### src/rtl/datapath_sequencer.sv
// Instruction sequencer for the 16-bit register-file datapath: latches one
// instruction per start strobe and steps the datapath through fetch/execute/write-back.
module datapath_sequencer (
    input  logic        clk,
    input  logic        reset,
    input  logic        s,
    input  logic [15:0] instr,
    output logic        w,
    output logic        illegal,
    output logic [15:0] datapath_in,
    output logic [2:0]  readnum,
    output logic [2:0]  writenum,
    output logic        write,
    output logic        vsel,
    output logic        loada,
    output logic        loadb,
    output logic        asel,
    output logic        bsel,
    output logic [1:0]  shift,
    output logic [1:0]  ALUop,
    output logic        loadc,
    output logic        loads
);

    localparam int unsigned DW   = 16;
    localparam int unsigned RW   = 3;
    localparam int unsigned IMMW = 8;

    typedef enum logic [2:0] {
        S_WAIT, S_DECODE, S_GET_A, S_GET_B, S_COMPUTE, S_WRITE_REG, S_WRITE_IMM
    } state_t;

    typedef struct packed {
        logic          w;
        logic          illegal;
        logic [DW-1:0] din;
        logic [RW-1:0] rnum;
        logic [RW-1:0] wnum;
        logic          write;
        logic          vsel;
        logic          loada;
        logic          loadb;
        logic          asel;
        logic          bsel;
        logic [1:0]    shift;
        logic [1:0]    aluop;
        logic          loadc;
        logic          loads;
    } ctl_t;

    state_t          r_state;
    state_t          w_state_nxt;
    logic [DW-1:0]   r_ir;
    logic [DW-1:0]   w_ir_nxt;
    ctl_t            r_ctl;
    ctl_t            w_ctl;

    logic [2:0]      w_opcode;
    logic [1:0]      w_op;
    logic [RW-1:0]   w_rn, w_rd, w_rm;
    logic [1:0]      w_sh;
    logic [IMMW-1:0] w_imm8;
    logic            w_is_movi, w_is_movr, w_is_alu, w_is_mvn, w_is_cmp, w_legal;

    // IR only changes on the WAIT->DECODE edge; outputs decode from the IR about to be held.
    assign w_ir_nxt  = (r_state == S_WAIT && s) ? instr : r_ir;

    assign w_opcode  = w_ir_nxt[15:13];
    assign w_op      = w_ir_nxt[12:11];
    assign w_rn      = w_ir_nxt[10:8];
    assign w_rd      = w_ir_nxt[7:5];
    assign w_sh      = w_ir_nxt[4:3];
    assign w_rm      = w_ir_nxt[2:0];
    assign w_imm8    = w_ir_nxt[7:0];

    assign w_is_movi = (w_opcode == 3'b110) && (w_op == 2'b10);
    assign w_is_movr = (w_opcode == 3'b110) && (w_op == 2'b00);
    assign w_is_alu  = (w_opcode == 3'b101);
    assign w_is_mvn  = w_is_alu && (w_op == 2'b11);
    assign w_is_cmp  = w_is_alu && (w_op == 2'b01);
    assign w_legal   = w_is_movi || w_is_movr || w_is_alu;

    // Next-state decode
    always_comb begin
        w_state_nxt = r_state;
        unique case (r_state)
            S_WAIT:      if (s) w_state_nxt = S_DECODE;
            S_DECODE: begin
                if (w_is_movi)                  w_state_nxt = S_WRITE_IMM;
                else if (w_is_movr || w_is_mvn) w_state_nxt = S_GET_B;
                else if (w_is_alu)              w_state_nxt = S_GET_A;
                else                            w_state_nxt = S_WAIT;
            end
            S_GET_A:     w_state_nxt = S_GET_B;
            S_GET_B:     w_state_nxt = S_COMPUTE;
            S_COMPUTE:   w_state_nxt = w_is_cmp ? S_WAIT : S_WRITE_REG;
            S_WRITE_REG: w_state_nxt = S_WAIT;
            S_WRITE_IMM: w_state_nxt = S_WAIT;
            default:     w_state_nxt = S_WAIT;
        endcase
    end

    // Controls for the state being entered, so the registered outputs are Moore in that state
    always_comb begin
        w_ctl = '0;
        unique case (w_state_nxt)
            S_WAIT:      w_ctl.w = 1'b1;
            S_DECODE:    w_ctl.illegal = !w_legal;
            S_GET_A: begin
                w_ctl.rnum  = w_rn;
                w_ctl.loada = 1'b1;
            end
            S_GET_B: begin
                w_ctl.rnum  = w_rm;
                w_ctl.loadb = 1'b1;
            end
            S_COMPUTE: begin
                w_ctl.shift = w_sh;
                w_ctl.loadc = 1'b1;
                w_ctl.aluop = w_is_movr ? 2'b00 : w_op;
                w_ctl.asel  = w_is_movr || w_is_mvn;
                w_ctl.loads = w_is_cmp;
            end
            S_WRITE_REG: begin
                w_ctl.wnum  = w_rd;
                w_ctl.write = 1'b1;
            end
            S_WRITE_IMM: begin
                w_ctl.wnum  = w_rn;
                w_ctl.vsel  = 1'b1;
                w_ctl.write = 1'b1;
                w_ctl.din   = {{(DW-IMMW){w_imm8[IMMW-1]}}, w_imm8};
            end
            default:     w_ctl = '0;
        endcase
    end

    always_ff @(posedge clk) begin
        if (reset) begin
            r_state <= S_WAIT;
            r_ir    <= '0;
            r_ctl   <= '0;
            r_ctl.w <= 1'b1;
        end else begin
            r_state <= w_state_nxt;
            r_ir    <= w_ir_nxt;
            r_ctl   <= w_ctl;
        end
    end

    assign w           = r_ctl.w;
    assign illegal     = r_ctl.illegal;
    assign datapath_in = r_ctl.din;
    assign readnum     = r_ctl.rnum;
    assign writenum    = r_ctl.wnum;
    assign write       = r_ctl.write;
    assign vsel        = r_ctl.vsel;
    assign loada       = r_ctl.loada;
    assign loadb       = r_ctl.loadb;
    assign asel        = r_ctl.asel;
    assign bsel        = r_ctl.bsel;
    assign shift       = r_ctl.shift;
    assign ALUop       = r_ctl.aluop;
    assign loadc       = r_ctl.loadc;
    assign loads       = r_ctl.loads;

endmodule

### config.mk
export PLATFORM = sky130hd
export DESIGN_NAME = datapath_sequencer
export DESIGN_NICKNAME = d
export VERILOG_FILES = /design/src/rtl/datapath_sequencer.sv
export SDC_FILE = /design/constraint.sdc
export NUM_CORES = 1
export LEC_CHECK = 0
export CORE_ASPECT_RATIO = 1.2
export CORE_MARGIN = 1
export CORE_UTILIZATION = 48
export CTS_BUF_LIST = sky130_fd_sc_hd__clkbuf_8
export CTS_CLUSTER_DIAMETER = 50
export DETAILED_ROUTE_END_ITERATION = 6
export GPL_ROUTABILITY_DRIVEN = 0
export PLACE_DENSITY = 0.82
export SYNTH_ARGS = -nofsm -noshare
export SYNTH_HDL_FRONTEND = slang
export SYNTH_SLANG_ARGS = --single-unit
export TNS_END_PERCENT = 10
### constraint.sdc
create_clock -name clk -period 2.1 [get_ports clk]
set_input_delay 0.42 -clock clk [delete_from_list [all_inputs] [get_ports clk]]
set_output_delay 0.42 -clock clk [all_outputs]
set_load 0.01 [all_outputs]
==> metrics.cfg, run 1 <==
[outcome]
status=finished, violations left
violations=design-rule violations

[global_routing]
antenna_found_initial=0
grt_max_degree=19
overflow=0
grt_pass1_wl_um=6040
grtUsageTotal=0.207
first_global_vias=1332

[critical_path]
start_kind=input pin
crit_required_ns=2.28
worst-setup-path-type=input pin to register
crit_path_end_kind=register
crit_path_top_delay_cell=clkdlybuf4s50_1
crit_chain=clkdlybuf4s50_1 -> or4b_1 -> buf_4 -> and2_2 -> a21oi_1 -> o2bb2ai_1
critPathMaxStageDelay_ns=0.47
rr_worst_depth=5
path_max_fanout=18
cp.arrival_ns=2.05

[sta]
period_minus_slack_ns=1.87
max_freq_ghz=0.534
worst_slack_ns=0.228
final_hold_viol_count=0
period_share=0.891
fin_skew_ns=0.00609
finalMaxSlewViolations=0
setup_viol=0
rsz0062_at_grt=no

[yosys]
syn_area_per_cell_um2=9.70
syn_area_mm2=0.00179
yosys_warnings=0
ys_ff_latch=46
synth-seq-area-share=0.516
netlist_instances=184
synth_nets=203
synth_cell_types=44

[placement]
dp_hpwl_um=2760
io_buffers=53
place_ws_ns=-0.0594

[floorplanning]
initial_core_util=0.517
die_w_um=57.7
die_area_mm2=0.00397
ioPinCount=55
rows=23
coreArea_mm2=0.00345
chipHeight_um=68.8

[route]
drt-initial-drc-count=75
wl_um=3810
vias=1474
first_pass_iters=6
drc=1
routedWlPerCell_um=13.7
detail-route-antenna-nets=0
avgViaCountPerCell=5.28

[cells_and_area]
seqCellArea_um2=921
layout_commonest_cell=clkdlybuf4s50_1
layout_common_cells=clkdlybuf4s50_1, dfxtp_1, nand2_1, nor2_1, a21oi_1
syn2layout_area_growth_pct=37.4
drive_above_1_share=0.132
fillers=272
multiInputGateArea_um2=728
nets=260
diodes=0

[power]
p_leak_nw=0.964
power_w=0.00171
p_per_area_mw_per_mm2=695
peakVddDrop_uv=632

[clocking]
cts_made_buffers=5
clk_pin_slew_ns=0.08
post_cts_buffers=0
cts.sinks=46
cts_resized=0
cts.path.max_buffers=2
cts_hold_buf=0
htree_num_levels=2
cts_tree=yes
insertion_delay_ns=0.30
cts-root-buf=clkbuf_8

[hold_path]
hold_depth=2
hold_class=register to register

[job]
max-cap-violations=0

-- critical path: cells and delay by family --
kind            cells  cell delay (ns)
simple gates        2             0.64
compound gates      2             0.29
buf+inv             2             0.69
-- where the power goes --
group          total, W  internal, W  switching [W]
clock          0.000637     0.000350       0.000287
combinational  0.000160    0.0000844      0.0000752
sequential     0.000909     0.000895      0.0000137
-- layer usage --
layer | global-route usage | vias to the layer above | routed length (um)
li1 | - | 737 | -
met1 | 0.250 | 700 | 1700
met4 | 0.101 | 0 | 75
met5 | 0 | - | 0
met3 | 0.0504 | 6 | 127
met2 | 0.349 | 31 | 1910
-- cell families (layout without fill, tap and decap cells) --
family / Yosys count / in the layout / synth area share
other cells: 1 / 1 / 0.00210
flops: 46 / 46 / 0.516
simple gates: 73 / 73 / 0.226
buf+inv: 22 / 80 / 0.0764
mux: 6 / 6 / 0.0336
compound gates: 36 / 36 / 0.146
-- cell usage after synthesis, drive strengths merged --
cell type / instances / area share
nand2: 20 / 0.042
clkbuf: 3 / 0.0063
o311ai: 1 / 0.0091
nor4b: 3 / 0.018
nor3: 1 / 0.0028
nor2: 19 / 0.040
o31ai: 1 / 0.0042
nor4: 2 / 0.011
inv: 7 / 0.015
o211ai: 1 / 0.0070
a21boi: 1 / 0.0042
a211oi: 4 / 0.017
o21bai: 1 / 0.0042
nor2b: 2 / 0.0070
or4b: 1 / 0.0056
a21bo: 1 / 0.0056
conb: 1 / 0.0021
o21a: 1 / 0.0042
o311a: 1 / 0.0063
or3b: 2 / 0.0098
a21oi: 13 / 0.036
and4b: 1 / 0.0056
nand4: 4 / 0.014
a41o: 1 / 0.0056
o22ai: 1 / 0.0035
nand2b: 2 / 0.0070
nand3: 2 / 0.0056
dfxtp: 46 / 0.52
and4bb: 1 / 0.0070
buf: 12 / 0.055
o21ai: 2 / 0.0077
and2: 10 / 0.037
nand3b: 2 / 0.0084
nand4b: 1 / 0.0049
a21o: 4 / 0.017
mux2i: 6 / 0.034
o2bb2ai: 3 / 0.015
-- through the flow --
stage	util	hold slack, ns	area (um2)	setup TNS [ns]	cells
global placement	0.678	0.471	2340	0	271
floorplan	-	0.454	1790	0	184
finish	0.710	0.490	2450	0	279
CTS	0.710	0.487	2450	0	279
detailed placement	0.678	0.475	2340	-0.269	271
global route	0.710	0.524	2450	0	279
-- state kept, by name, indices dropped and copies added, names as in the netlist --
name         cells
w                1
write            1
loads            1
writenum         3
loada            1
datapath_in      8
ALUop            2
readnum          3
vsel             1
illegal          1
r_ir            16
asel             1
r_state          3
loadb            1
shift            2
loadc            1
-- final cells by class --
type	instances	area share
Sequential cell	46	0.376
Multi-Input combinational cell	116	0.297
Timing Repair Buffer	65	0.253
Clock buffer	5	0.0281
Tap cell	37	0.0189
Clock inverter	3	0.0168
Inverter	7	0.0107
-- final timing paths --
kind	from	to	slack, ns
max	s	writenum[1]	0.23
min	r_ir[6]	r_ir[6]	0.49
max reg2reg	r_state[2]	writenum[1]	0.34
min reg2reg	r_ir[6]	r_ir[6]	0.49
Note: power is estimated with default switching activity, not from simulation.
==> run 2: changes to the inputs <==
- ABC_CLOCK_PERIOD_IN_PS: default -> 2100
==> results of run 2 <==
Final layout, timing and power as in run 1 (identical DEF).
